[config.mk]
export PLATFORM = sky130hd
export DESIGN_NAME = ritc_train_monitor
export DESIGN_NICKNAME = d
export VERILOG_FILES = /design/src/rtl/ritc_train_pkg.sv /design/src/rtl/ritc_train_lane_cnt.sv /design/src/rtl/ritc_train_monitor.sv
export SDC_FILE = /design/constraint.sdc
export NUM_CORES = 1
export LEC_CHECK = 0
export CELL_PAD_IN_SITES_DETAIL_PLACEMENT = 1
export CELL_PAD_IN_SITES_GLOBAL_PLACEMENT = 1
export CORE_AREA = 2 2 241 148
export CTS_CLUSTER_DIAMETER = 120
export DETAILED_ROUTE_END_ITERATION = 8
export DIE_AREA = 0 0 243 150
export DONT_BUFFER_PORTS = 1
export PLACE_DENSITY_LB_ADDON = 0.1
export SETUP_SLACK_MARGIN = 0.3
export SYNTH_ARGS = -nofsm -noshare
export SYNTH_HDL_FRONTEND = slang
export SYNTH_HIERARCHICAL = 1
export SYNTH_SLANG_ARGS = --single-unit
[constraint.sdc]
create_clock -name SYSCLK -period 6.6 [get_ports SYSCLK]
set_input_delay 0.66 -clock SYSCLK [delete_from_list [all_inputs] [get_ports SYSCLK]]
set_output_delay 0.66 -clock SYSCLK [all_outputs]
set_load 0.02 [all_outputs]
[src/rtl/ritc_train_pkg.sv]
// ritc_train_pkg: shared FSM states, lane geometry and default training nibble for the train monitor
package ritc_train_pkg;
  localparam int LANES = 12;
  localparam int NIB_W = 4;
  localparam logic [NIB_W-1:0] TRAIN_PATTERN_DEF = 4'b1010;
  localparam logic [1:0] IDLE  = 2'd0;
  localparam logic [1:0] FLUSH = 2'd1;
  localparam logic [1:0] COUNT = 2'd2;
  localparam logic [1:0] DONE  = 2'd3;
endpackage

[src/rtl/ritc_train_lane_cnt.sv]
// ritc_train_lane_cnt: one-lane registered pattern compare plus error counter and sticky flag
// RITC_TRAIN_MON_SATURATE_EN makes the counter hold at all-ones instead of wrapping
module ritc_train_lane_cnt
  import ritc_train_pkg::*;
#(
  parameter int              CNT_WIDTH     = 16,
  parameter logic [NIB_W-1:0] TRAIN_PATTERN = TRAIN_PATTERN_DEF
) (
  input  logic                 SYSCLK,
  input  logic                 rst_n_i,
  input  logic [NIB_W-1:0]     nib_i,
  input  logic                 clr_i,
  input  logic                 en_i,
  output logic [CNT_WIDTH-1:0] cnt_o,
  output logic                 err_o
);
  logic                 mis_q, err_q;
  logic [CNT_WIDTH-1:0] cnt_q, cnt_d;
`ifdef RITC_TRAIN_MON_SATURATE_EN
  assign cnt_d = &cnt_q ? cnt_q : cnt_q + 1'b1;
`else
  assign cnt_d = cnt_q + 1'b1;
`endif
  always_ff @(posedge SYSCLK) begin
    if (!rst_n_i) begin
      mis_q <= 1'b0;
      cnt_q <= '0;
      err_q <= 1'b0;
    end else begin
      mis_q <= nib_i != TRAIN_PATTERN;
      if (clr_i) begin
        cnt_q <= '0;
        err_q <= 1'b0;
      end else if (en_i && mis_q) begin
        cnt_q <= cnt_d;
        err_q <= 1'b1;
      end
    end
  end
  assign cnt_o = cnt_q;
  assign err_o = err_q;
endmodule

[src/rtl/ritc_train_monitor.sv]
// ritc_train_monitor: windowed per-lane training-pattern error monitor on one selected RITC channel
// Optional RITC_TRAIN_MON_SATURATE_EN build makes the lane counters saturate instead of wrap
module ritc_train_monitor
  import ritc_train_pkg::*;
#(
  parameter int               NUM_CH        = 6,
  parameter int               CNT_WIDTH     = 16,
  parameter int               WIN_WIDTH     = 24,
  parameter logic [NIB_W-1:0] TRAIN_PATTERN = TRAIN_PATTERN_DEF
) (
  input  logic                   SYSCLK,
  input  logic                   rst_n_i,
  input  logic [NUM_CH*48-1:0]   ch_dat_i,
  input  logic                   start_i,
  input  logic                   abort_i,
  input  logic [2:0]             ch_sel_i,
  input  logic [WIN_WIDTH-1:0]   win_len_i,
  input  logic [3:0]             lane_sel_i,
  output logic                   busy_o,
  output logic                   done_o,
  output logic [CNT_WIDTH-1:0]   err_cnt_o,
  output logic [LANES-1:0]       err_lanes_o
);
  logic [1:0]           state_q, state_d;
  logic                 flush_q, flush_d, clr;
  logic [WIN_WIDTH-1:0] win_q, win_d;
  logic [2:0]           ch_sel_q, ch_sel_d;
  logic [47:0]          sel_d, dat_q;
  logic [CNT_WIDTH-1:0] err_cnt_q;
  logic [CNT_WIDTH-1:0] cnt [16];
  always_comb begin
    sel_d = '0;
    for (int c = 0; c < NUM_CH; c++)
      if (ch_sel_q == 3'(c)) sel_d = ch_dat_i[48*c +: 48];
  end
  // abort beats everything, including a coincident start
  always_comb begin
    state_d  = state_q;
    flush_d  = flush_q;
    win_d    = win_q;
    ch_sel_d = ch_sel_q;
    clr      = 1'b0;
    if (abort_i) begin
      state_d = IDLE;
    end else if (start_i && (state_q == IDLE || state_q == DONE)) begin
      state_d  = FLUSH;
      flush_d  = 1'b0;
      win_d    = win_len_i;
      ch_sel_d = ch_sel_i;
      clr      = 1'b1;
    end else if (state_q == FLUSH) begin
      flush_d = 1'b1;
      state_d = !flush_q ? FLUSH : (win_q == '0 ? DONE : COUNT);
    end else if (state_q == COUNT) begin
      win_d   = win_q - 1'b1;
      state_d = win_q == WIN_WIDTH'(1) ? DONE : COUNT;
    end
  end
  always_ff @(posedge SYSCLK) begin
    if (!rst_n_i) begin
      state_q   <= IDLE;
      flush_q   <= 1'b0;
      win_q     <= '0;
      ch_sel_q  <= '0;
      dat_q     <= '0;
      err_cnt_q <= '0;
    end else begin
      state_q   <= state_d;
      flush_q   <= flush_d;
      win_q     <= win_d;
      ch_sel_q  <= ch_sel_d;
      dat_q     <= sel_d;
      err_cnt_q <= cnt[lane_sel_i];
    end
  end
  for (genvar l = 0; l < 16; l++) begin : g_lane
    if (l < LANES) begin : g_cnt
      ritc_train_lane_cnt #(
        .CNT_WIDTH    (CNT_WIDTH),
        .TRAIN_PATTERN(TRAIN_PATTERN)
      ) u_lane (
        .SYSCLK (SYSCLK),
        .rst_n_i(rst_n_i),
        .nib_i  (dat_q[NIB_W*l +: NIB_W]),
        .clr_i  (clr),
        .en_i   (state_q == COUNT),
        .cnt_o  (cnt[l]),
        .err_o  (err_lanes_o[l])
      );
    end else begin : g_zero
      assign cnt[l] = '0;
    end
  end
  assign busy_o    = state_q == FLUSH || state_q == COUNT;
  assign done_o    = state_q == DONE;
  assign err_cnt_o = err_cnt_q;
endmodule

==> results of run 1 <==
-- Yosys cell counts (13+ instances only) --
cell / instances / area, um2
a21oi_1: 194 / 971
and2_1: 13 / 81.3
and3_1: 17 / 106
buf_2: 23 / 115
clkbuf_1: 84 / 315
dfxtp_1: 310 / 6210
ha_1: 18 / 225
inv_1: 62 / 233
mux2_2: 59 / 664
mux2i_1: 34 / 340
mux4_2: 80 / 1800
nand2_1: 175 / 657
nand2b_1: 14 / 87.6
nand3_1: 99 / 495
nand3b_1: 16 / 120
nand4_1: 51 / 319
nor2_1: 239 / 897
nor2b_1: 14 / 87.6
nor3_1: 46 / 230
nor4_1: 18 / 113
o211ai_1: 17 / 128
o21ai_0: 140 / 701
o31ai_1: 28 / 210
or2_4: 13 / 114
or3_1: 29 / 181
or4_1: 15 / 113
xnor2_1: 36 / 315
xor2_1: 85 / 744
-- cells by family (layout without fill, tap and decap cells) --
kind of cell / Yosys count / in the layout / synth area share
muxes: 173 / 173 / 0.159
DFF: 310 / 310 / 0.352
and+or+nand+nor: 828 / 828 / 0.242
adders and majority gates: 18 / 18 / 0.0128
xor gates and xnor gates: 121 / 121 / 0.0601
other: 0 / 1 / 0
buffers and inverters: 181 / 127 / 0.0402
AOI/OAI and AO/OA: 423 / 423 / 0.134
-- layout make-up --
| class | instances | area share |
|---|---|---|
| multi-input combinational | 1563 | 0.566 |
| antenna | 1 | 0.000132 |
| inverter | 62 | 0.0123 |
| sequential | 310 | 0.328 |
| clock inverter | 15 | 0.0129 |
| timing repair buffer | 10 | 0.00397 |
| clock buffer | 40 | 0.0449 |
| tap | 467 | 0.0309 |
-- worst max-delay path: cells and delay by family (launching register included) --
kind	cells	cell delay, ns
adder cells (fa/ha/maj)	1	0.35
multiplexers	1	0.28
flip-flops	1	0.38
buffers and inverters	2	0.36
AND/OR/NAND/NOR	4	1.66
-- layer usage --
layer | GRT usage | share of wire
met5 | 0 | 0.0010
met3 | 0.0463 | 0.066
met1 | 0.453 | 0.46
met2 | 0.502 | 0.46
met4 | 0.0574 | 0.016
-- placed cells by master, fill, tap and decap left out, types with 13 or more instances in the layout --
cell | synthesis | routed
or2_4 | 13 | 13
nor2b_1 | 14 | 14
o211ai_1 | 17 | 17
nor3_1 | 46 | 46
mux4_2 | 80 | 80
o21ai_0 | 140 | 140
and3_1 | 17 | 17
nand4_1 | 51 | 51
or3_1 | 29 | 29
dfxtp_1 | 310 | 308
mux2_2 | 59 | 59
inv_1 | 62 | 62
a21oi_1 | 194 | 194
nor2_1 | 239 | 239
and2_1 | 13 | 13
nor4_1 | 18 | 18
xnor2_1 | 36 | 36
nand3_1 | 99 | 99
mux2i_1 | 34 | 34
or4_1 | 15 | 15
clkbuf_16 | 0 | 31
nand3b_1 | 16 | 16
nand2b_1 | 14 | 14
ha_1 | 18 | 17
nand2_1 | 175 | 175
xor2_1 | 85 | 85
o31ai_1 | 28 | 28
-- through the flow --
stage / power (W) / cells / worst slack, ns / hold slack [ns]
4_1_cts: 0.00441 / 2467 / 3.45 / 0.136
5_1_grt: 0.00455 / 2468 / 3.18 / 0.140
2_1_floorplan: 0.00240 / 2054 / 3.72 / 0.442
3_3_place_gp: 0.00248 / 2412 / 3.64 / 0.458
3_5_place_dp: 0.00249 / 2412 / 3.46 / 0.466
6_report: 0.00438 / 2468 / 3.42 / 0.154
-- registers in the layout (all words and copies together), names as in the netlist --
register,count
g_lane.g_cnt.u_lane/cnt_o,192
flush_q,1
ch_sel_q,3
state_q,2
err_cnt_o,16
dat_q,48
g_lane.g_cnt.u_lane/err_o,12
win_q,24
g_lane.g_cnt.u_lane/mis_q,12
-- report_power, final --
| group | internal (W) | leakage [nW] | total, W | switching, W |
|---|---|---|---|---|
| Combinational | 0.000204 | 3.20 | 0.000475 | 0.000271 |
| Sequential | 0.00193 | 2.52 | 0.00198 | 0.0000559 |
| Clock | 0.00114 | 0.527 | 0.00192 | 0.000780 |
| Total | 0.00327 | 6.25 | 0.00438 | 0.00111 |
-- final timing paths --
| check | end | slack, ns | depth (start not counted) |
|---|---|---|---|
| setup reg to reg | g_lane[7].g_cnt.u_lane/cnt_o[15]$_SDFFE_PP0P_ | 3.42 | 8 |
| setup / recovery | g_lane[7].g_cnt.u_lane/cnt_o[15]$_SDFFE_PP0P_ | 3.42 | 8 |
| hold / removal | state_q[0]$_SDFFE_PP0P_ | 0.15 | 1 |
| hold reg to reg | g_lane[2].g_cnt.u_lane/mis_q$_SDFF_PN0_ | 0.47 | 2 |
==> summary.md, run 1 <==
| Metric | Value |
|---|---|
| Status | `completed` |
| Share of cells above drive strength 1 | `0.131` |
| Critical Path Start | `state_q[0]$_SDFFE_PP0P_` |
| Critical path cell sequence | `inv_1, ha_2, nand2_1, nor2_1, buf_4, nand2b_1, nor2_1, mux2_2` |
| Period utilization | `0.482` |
| Post-CTS Setup Bufs | `0` |
| Reg2Reg Launch Point | `state_q[0]$_SDFFE_PP0P_` |
| Hold Buf Count CTS | `0` |
| Hold Path Class | `input pin to register` |
| Clock Path Buffers | `3` |
| Register Area | `6210 um2` |
| CTS tree | `built` |
| Pin count of the biggest net entering global routing | `88` |
| Clock slew at reported path FFs | `0.07 ns` |
| CTS Buf Count | `31` |
| Slew HR | `0.353` |
| Routability congestion estimate | `0.998` |
| Via count | `16.0k` |
| Fmax | `314 MHz` |
| Total gr overflow | `0` |
| Top-level port count | `353` |
| Via density | `6.47` |
| Crit path top cell by count | `nor2_1` |
| Crit end category | `register` |
| Die H | `150 um` |
| Clk sinks | `310` |
| Post-layout min period | `3.18 ns` |
| H-tree depth | `1` |
| Initial antenna violation count | `6` |
| Slew Limit Fails | `0` |
| Cts repair resizes | `0` |
| Post-Synthesis Cell Area | `17,600 um2` |
| Die area | `36,500 um2` |
| Clk_lat worst skew | `0.58 ns` |
| Area of the multi-input gates | `10,700 um2` |
| Syn-to-layout area delta | `7.32%` |
| Design area | `18,900 um2` |
| Residual DRC count | `0` |
| Crit path max fanout | `22` |
| Total Wirelength | `58,400 um` |
| Top FF cell, synth | `dfxtp_1` |
| Post-Syn Instances | `2,054` |
| DRT Pass-1 Iters | `5` |
| Arr. time, crit path | `3.63 ns` |
| Worst-Margin Slew | `0.963 ns` |
| Fillers | `4,007` |
| Synth cell types | `52` |
| Asr flop ratio synth | `0` |
| Worst Path Required | `7.05 ns` |
| DRT antenna net count | `0` |
| Root buf cell | `clkbuf_16` |
| Crit Path Category | `register to register` |
| Worst stage delay on the critical path | `0.67 ns` |
| TNS Setup | `0 ns` |
| Register area share after synthesis | `0.352` |
| Initial Util | `0.513` |
| Syn nets | `2,395` |
| Min-delay src | `abort_i` |
| Port bufs | `0` |
| Unrepaired setup endpoints after global routing | `false` |
| Slowest CP cell | `nand2b_1` |
| Leakage power total | `6.25 nW` |
| Synth Warn # | `6` |
| Final setup vio count | `0` |
| Detailed Place HPWL | `44,400 um` |
| Max-Cap Viols | `0` |
| Fin nets | `2,319` |
| Final core occ | `0.551` |
| Routed length per instance | `23.7 um` |
| PwrDens | `232 nW/um2` |
| EDFF count, synth | `0` |
| Starting DRT DRC Count | `1,366` |
| #FFs+latches synth | `310` |
| Final hold vios | `0` |
| Die W | `243 um` |
| GRT Total Usage | `0.313` |
| Core ar. | `34,400 um2` |
| FP Rows | `53` |
| VDD IR max | `0.166 mV` |
| Number of global-route vias before repair | `15.8k` |
| Post-DP Area | `17,800 um2` |
| Clk_skew | `0.0274 ns` |
| Global-route wire length before repair | `90,900 um` |
| CP Launch Type | `register` |
| Syn Area/Cell | `8.58 um2` |
Power figures use the tool's default switching activity.
==> inputs of run 2 (changes only) <==
CORE_AREA = 2 2 265 162   (was 2 2 241 148)
DIE_AREA = 0 0 267 164   (was 0 0 243 150)
clock period = 2.8 ns   (was 6.6 ns; I/O delays follow)
==> run 2 against run 1 <==
Clock power up 140%; sequential share of layout area fell by 2.1 points; cell area is 6.9% higher; sequential power is 140% higher; hold slack got worse by 0.13 ns; die area is 20% higher; critical endpoint is now win_q[10]$_SDFFE_PN0P_; critical path type unchanged.
==> summary.md, run 2 (synthesis gave the netlist of run 1 again) <==
| Metric | Value |
|---|---|
| Status | `completed` |
| Clock slew at reported path FFs | `0.06 ns (about the same)` |
| CTS tree | `built` |
| Post-layout min period | `2.46 ns (-0.723 ns)` |
| Routability congestion estimate | `0.919 (-7.9%)` |
| Fin nets | `2,427 (+4.7%)` |
| Total Wirelength | `60,100 um (+2.9%)` |
| Core ar. | `41,400 um2 (+21%)` |
| Die W | `267 um (+9.9%)` |
| Number of global-route vias before repair | `16.1k (+1.7%)` |
| Initial antenna violation count | `6 (unchanged)` |
| Hold Path Class | `input pin to register` |
| Detailed Place HPWL | `44,900 um (+1.1%)` |
| Final hold vios | `0 (unchanged)` |
| Period utilization | `0.878 (+0.396)` |
| Slew Limit Fails | `0 (unchanged)` |
| Residual DRC count | `0 (unchanged)` |
| CP Launch Type | `register` |
| Worst-Margin Slew | `0.944 ns (-0.0189 ns)` |
| PwrDens | `528 nW/um2 (+130%)` |
| Clock Path Buffers | `3 (unchanged)` |
| Top-level port count | `353 (unchanged)` |
| CTS Buf Count | `31 (unchanged)` |
| Post-CTS Setup Bufs | `0 (unchanged)` |
| Die H | `164 um (+9.3%)` |
| Final worst slack | `0.342 ns (-3.08 ns)` |
| Leakage power total | `6.78 nW (+8.5%)` |
| Port bufs | `0 (unchanged)` |
| Worst stage delay on the critical path | `0.58 ns (-0.09 ns)` |
| Syn-to-layout area delta | `14.7%` |
| Global-route wire length before repair | `93,800 um (+3.3%)` |
| Routed length per instance | `22.4 um (-5.4%)` |
| Max FFs per register | `192 (unchanged)` |
| DRT Pass-1 Iters | `5 (unchanged)` |
| Unrepaired setup endpoints after global routing | `false` |
| Via count | `15.9k (-0.20%)` |
| Slowest CP cell | `or4_2` |
| TNS Setup | `0 ns (unchanged)` |
| Critical path cell sequence | `inv_2, ha_2, or4b_4, or2_2, or4_2, a21oi_1, a31o_2` |
| Most common cell after layout, fill and taps aside | `dfxtp_1` |
| Clk_lat worst skew | `0.58 ns (about the same)` |
| Total gr overflow | `0 (unchanged)` |
| Crit path max fanout | `6 (-73%)` |
| Pre-CTS setup slack | `0.375 ns (-3.09 ns)` |
| Crit Path Category | `register to register` |
| GRT Total Usage | `0.273 (-0.0405)` |
| DRT antenna net count | `0 (unchanged)` |
| Initial Util | `0.425 (-0.0878)` |
| VDD IR max | `0.394 mV (+140%)` |
| Slew HR | `0.368 (+0.0152)` |
| H-tree depth | `1 (unchanged)` |
| Fmax | `407 MHz (+29%)` |
| Starting DRT DRC Count | `1,051 (-23%)` |
| Pin count of the biggest net entering global routing | `92 (+4.5%)` |
| Root buf cell | `clkbuf_16` |
| Clk_skew | `0.0243 ns (-0.00313 ns)` |
| FP Rows | `58 (+9.4%)` |
| Share of cells above drive strength 1 | `0.139 (+0.00752)` |
| Arr. time, crit path | `2.98 ns (-0.65 ns)` |
| Die area | `43,800 um2 (+20%)` |
| Final setup vio count | `0 (unchanged)` |
| Crit end category | `register` |
| Most frequent cells in the layout | `dfxtp_1 (308), nor2_1 (239), a21oi_1 (194)` |
| Via density | `5.93 (-8.3%)` |
| Max-Cap Viols | `0 (unchanged)` |
| Clk sinks | `310 (unchanged)` |
| Worst Path Required | `3.33 ns (-3.72 ns)` |
## run 2: changes by cell type in the layout (fill, tap and decap cells not counted), moves of 5 or more
cell,change
dlygate4sd3_1,+83
buf_4,+19
diode_2,+7
buf_12,+5
## run 2: worst paths after layout
check / cells after the start / end / slack (ns) / start
max: 7 / win_q[10]$_SDFFE_PN0P_ / 0.34 / win_q[0]$_SDFFE_PN0P_
min: 4 / dat_q[35]$_SDFF_PN0_ / 0.02 / ch_dat_i[227]
max reg2reg: 7 / win_q[10]$_SDFFE_PN0P_ / 0.34 / win_q[0]$_SDFFE_PN0P_
min reg2reg: 2 / g_lane[2].g_cnt.u_lane/mis_q$_SDFF_PN0_ / 0.48 / dat_q[10]$_SDFF_PN0_
## run 2: power by group
part           total [W]  switching [W]  internal (W)
registers        0.00468       0.000133       0.00454
clock network    0.00468        0.00184       0.00284
logic            0.00132       0.000710      0.000613
## run 2: critical path, delay by kind of cell, from the launching register on
kind	cells	cell delay, ns
AOI/OAI and AO/OA	2	0.30
adders and majority gates	1	0.20
buffers and inverters	1	0.09
DFF	1	0.35
and+or+nand+nor	3	1.45
## run 2: repair_timing
| action | 4_1_cts | 5_1_grt |
|---|---|---|
| endpoints found under the setup margin | 0 | 2 |
| gates resized for setup | 0 | 4 |
| hold endpoints to repair | 91 | 0 |
| hold buffers | 84 | 0 |
## run 2: per-stage QoR
stage	util	power [W]	hold slack (ns)	instances	instance area, um2
5_1_grt	0.488	0.0111	0.0216	2682	20200
3_3_place_gp	0.439	0.00592	0.364	2539	18200
4_1_cts	0.487	0.0108	0.00221	2678	20200
6_report	0.488	0.0107	0.0212	2686	20200
3_5_place_dp	0.439	0.00595	0.366	2539	18200
2_1_floorplan	-	0.00566	0.358	2054	17600
## run 2: final cells by class
class                      count  area [um2]
fill                        4815       21200
timing repair buffer         118        1180
multi-input combinational   1563       10700
antenna                        8        20.0
inverter                      62         233
tap                          570         713
clock inverter                17         300
sequential                   310        6210
clock buffer                  38         832
## run 2: metal layers
layer	track usage	vias to the layer above	wire (um)
met5	0.0158	-	0
met4	0.0485	0	1090
met3	0.0463	73	3300
met2	0.428	413	26800
met1	0.396	7946	28900
li1	-	7506	-
==> inputs of run 3 (changes only) <==
REMOVE_ABC_BUFFERS = 1   (was not set)
SLEW_MARGIN = 20   (was not set)
==> run 3 against run 2 <==
Non-clock buffer count grew 4; die area is the same; power shrank 6.0%; combinational power is essentially flat; critical endpoint unchanged; largest cell class unchanged.
==> summary.md, run 3 (synthesis gave the netlist of run 1 again) <==
| Metric | Value |
|---|---|
| Fin nets | `2,431 (+0.16%)` |
| Max FFs per register | `192 (unchanged)` |
| Worst reg-to-reg path cell count | `7 (unchanged)` |
| Die H | `164 um (unchanged)` |
| Depth of the worst hold-timing path | `4 (unchanged)` |
| Crit path max fanout | `6 (unchanged)` |
| Hold Path Class | `input pin to register` |
| CTS tree | `built` |
| Clk sinks | `310 (unchanged)` |
| Via density | `5.90 (-0.61%)` |
| Top-level port count | `353 (unchanged)` |
| TNS Setup | `0 ns (unchanged)` |
| VDD IR max | `0.298 mV (-24%)` |
| Leakage power total | `6.70 nW (-1.2%)` |
| Final setup vio count | `0 (unchanged)` |
| DRT antenna net count | `0 (unchanged)` |
| CTS Buf Count | `31 (unchanged)` |
| Final hold vios | `0 (unchanged)` |
| Final core occ | `0.484 (-0.00453)` |
| Clock Path Buffers | `3 (unchanged)` |
| Final cell count without fillers | `2,687 (+0.037%)` |
| Slowest CP cell | `or4_2` |
| Initial Util | `0.425 (unchanged)` |
| Unrepaired setup endpoints after global routing | `true` |
| Hold Path Sink | `dat_q[40]$_SDFF_PN0_` |
| Max-Cap Viols | `0 (unchanged)` |
| Clock slew at reported path FFs | `0.06 ns (about the same)` |
| Via count | `15.8k (-0.57%)` |
| Slew HR | `0.391 (+0.0228)` |
| Core ar. | `41,400 um2 (unchanged)` |
| Root buf cell | `clkbuf_16` |
| Routability congestion estimate | `0.923 (+0.44%)` |
| Pin count of the biggest net entering global routing | `70 (-24%)` |
| Crit end category | `register` |
| Worst-Margin Slew | `0.910 ns (-0.0341 ns)` |
| Period utilization | `0.863 (-0.0146)` |
| Worst Path Required | `3.32 ns (about the same)` |
| Starting DRT DRC Count | `1,277 (+22%)` |
| Syn-to-layout area delta | `13.6%` |
| Clk_skew | `0.0112 ns (-0.0131 ns)` |
| Reg-to-reg setup timing slack | `0.38 ns (+0.04 ns)` |
| Inst Count DP | `2,542 (+0.12%)` |
| Slew Limit Fails | `0 (unchanged)` |
| Fmax | `414 MHz (+1.7%)` |
| Total gr overflow | `0 (unchanged)` |
| Share of cells above drive strength 1 | `0.135 (-0.00380)` |
| CP Launch Type | `register` |
| Worst stage delay on the critical path | `0.54 ns (-0.04 ns)` |
| Port bufs | `0 (unchanged)` |
| Min-delay src | `ch_dat_i[232]` |
| Die W | `267 um (unchanged)` |
| Pwr Total | `0.0100 W (-6.0%)` |
| Residual DRC count | `0 (unchanged)` |
| FP Rows | `58 (unchanged)` |
| Reg2Reg Launch Point | `win_q[0]$_SDFFE_PN0P_` |
| GRT Total Usage | `0.269 (-0.00380)` |
| Post-layout min period | `2.42 ns (-0.0408 ns)` |
| PwrDens | `501 nW/um2 (-5.1%)` |
| Die area | `43,800 um2 (unchanged)` |
| Arr. time, crit path | `2.94 ns (-0.04 ns)` |
| Crit Path Category | `register to register` |
| Critical path cell sequence | `inv_1, ha_4, or4b_4, or2_2, or4_2, a21oi_1, a31o_2` |
| Number of global-route vias before repair | `16.1k (-0.068%)` |
| H-tree depth | `1 (unchanged)` |
| Total Wirelength | `59,700 um (-0.76%)` |
| Most common cell after layout, fill and taps aside | `dfxtp_1` |
| Post-DP Area | `18,200 um2 (about the same)` |
| Status | `completed` |
| DRT Pass-1 Iters | `5 (unchanged)` |
| Initial antenna violation count | `7 (+1)` |
| Global-route wire length before repair | `92,700 um (-1.2%)` |
| Clk_lat worst skew | `0.58 ns (about the same)` |
| Design area | `20,000 um2 (-0.93%)` |
| Routed length per instance | `22.2 um (-0.80%)` |
| Detailed Place HPWL | `44,300 um (-1.2%)` |
| Worst r2r dst | `win_q[10]$_SDFFE_PN0P_` |
| Most frequent cells in the layout | `dfxtp_1 (307), nor2_1 (239), a21oi_1 (194)` |
-- run 3: changes by cell type in the layout (fill, tap and decap cells not counted), sizes merged --
| cell | previous run | this run |
|---|---|---|
| diode | 8 | 9 |
| bufinv | 8 | 2 |
| clkinv | 7 | 3 |
| clkbuf | 38 | 45 |
| buf | 35 | 39 |
| clkinvlp | 1 | 0 |
-- run 3: area by class of cell --
| cell class | instances | area [um2] |
|---|---|---|
| clock buffer | 45 | 848 |
| fill | 4815 | 21400 |
| sequential | 310 | 6210 |
| inverter | 62 | 233 |
| timing repair buffer | 122 | 1180 |
| antenna | 9 | 22.5 |
| multi-input combinational | 1563 | 10700 |
| tap | 570 | 713 |
| clock inverter | 6 | 83.8 |
-- run 3: how the worst max path moves through the flow --
stage | slack [ns] | from | cells past startpoint | to
detailed placement | 0.36 | win_q[0]$_SDFFE_PN0P_ | 7 | win_q[22]$_SDFFE_PN0P_
global route | 0.28 | win_q[0]$_SDFFE_PN0P_ | 7 | win_q[22]$_SDFFE_PN0P_
CTS | 0.34 | win_q[0]$_SDFFE_PN0P_ | 7 | win_q[22]$_SDFFE_PN0P_
floorplan | -3.36 | ch_sel_q[0]$_SDFFE_PN0P_ | 3 | dat_q[10]$_SDFF_PN0_
finish | 0.38 | win_q[0]$_SDFFE_PN0P_ | 7 | win_q[10]$_SDFFE_PN0P_
global placement | 0.39 | win_q[0]$_SDFFE_PN0P_ | 7 | win_q[22]$_SDFFE_PN0P_
-- run 3: worst max-delay path, delay by kind of cell, from the launching register on --
kind	cells	cell delay, ns
and+or+nand+nor	3	1.41
adders and majority gates	1	0.17
buffers and inverters	1	0.16
DFF	1	0.35
AOI/OAI and AO/OA	2	0.28
-- run 3: power by group --
group	switching [W]	internal, W	total [W]	leakage (nW)
logic	0.000713	0.000613	0.00133	3.73
clock network	0.00178	0.00226	0.00404	0.455
registers	0.000123	0.00454	0.00467	2.52
total	0.00262	0.00742	0.0100	6.70
-- run 3: repair_timing --
| action | CTS | global route |
|---|---|---|
| hold buffers | 84 | 0 |
| endpoints found under the hold margin | 87 | 0 |
| setup buffers | 0 | 1 |
| setup endpoints to repair | 0 | 5 |
| gates resized for setup | 0 | 3 |
-- run 3: layer usage --
layer  vias to the layer above  GRT usage  wire length [um]
met5                         -          0                13
met2                       405      0.409             25900
met4                         2     0.0608              1190
li1                       7503          -                 -
met1                      7867      0.389             28900
met3                        70     0.0580              3640
-- run 3: per-stage QoR --
step                      hold WS [ns]  setup slack [ns]
final                           0.0205             0.383
after global routing            0.0321             0.279
after CTS                     0.000994             0.336
after global placement           0.364             0.391
after floorplan                  0.358             -3.36
after detailed placement         0.362             0.361
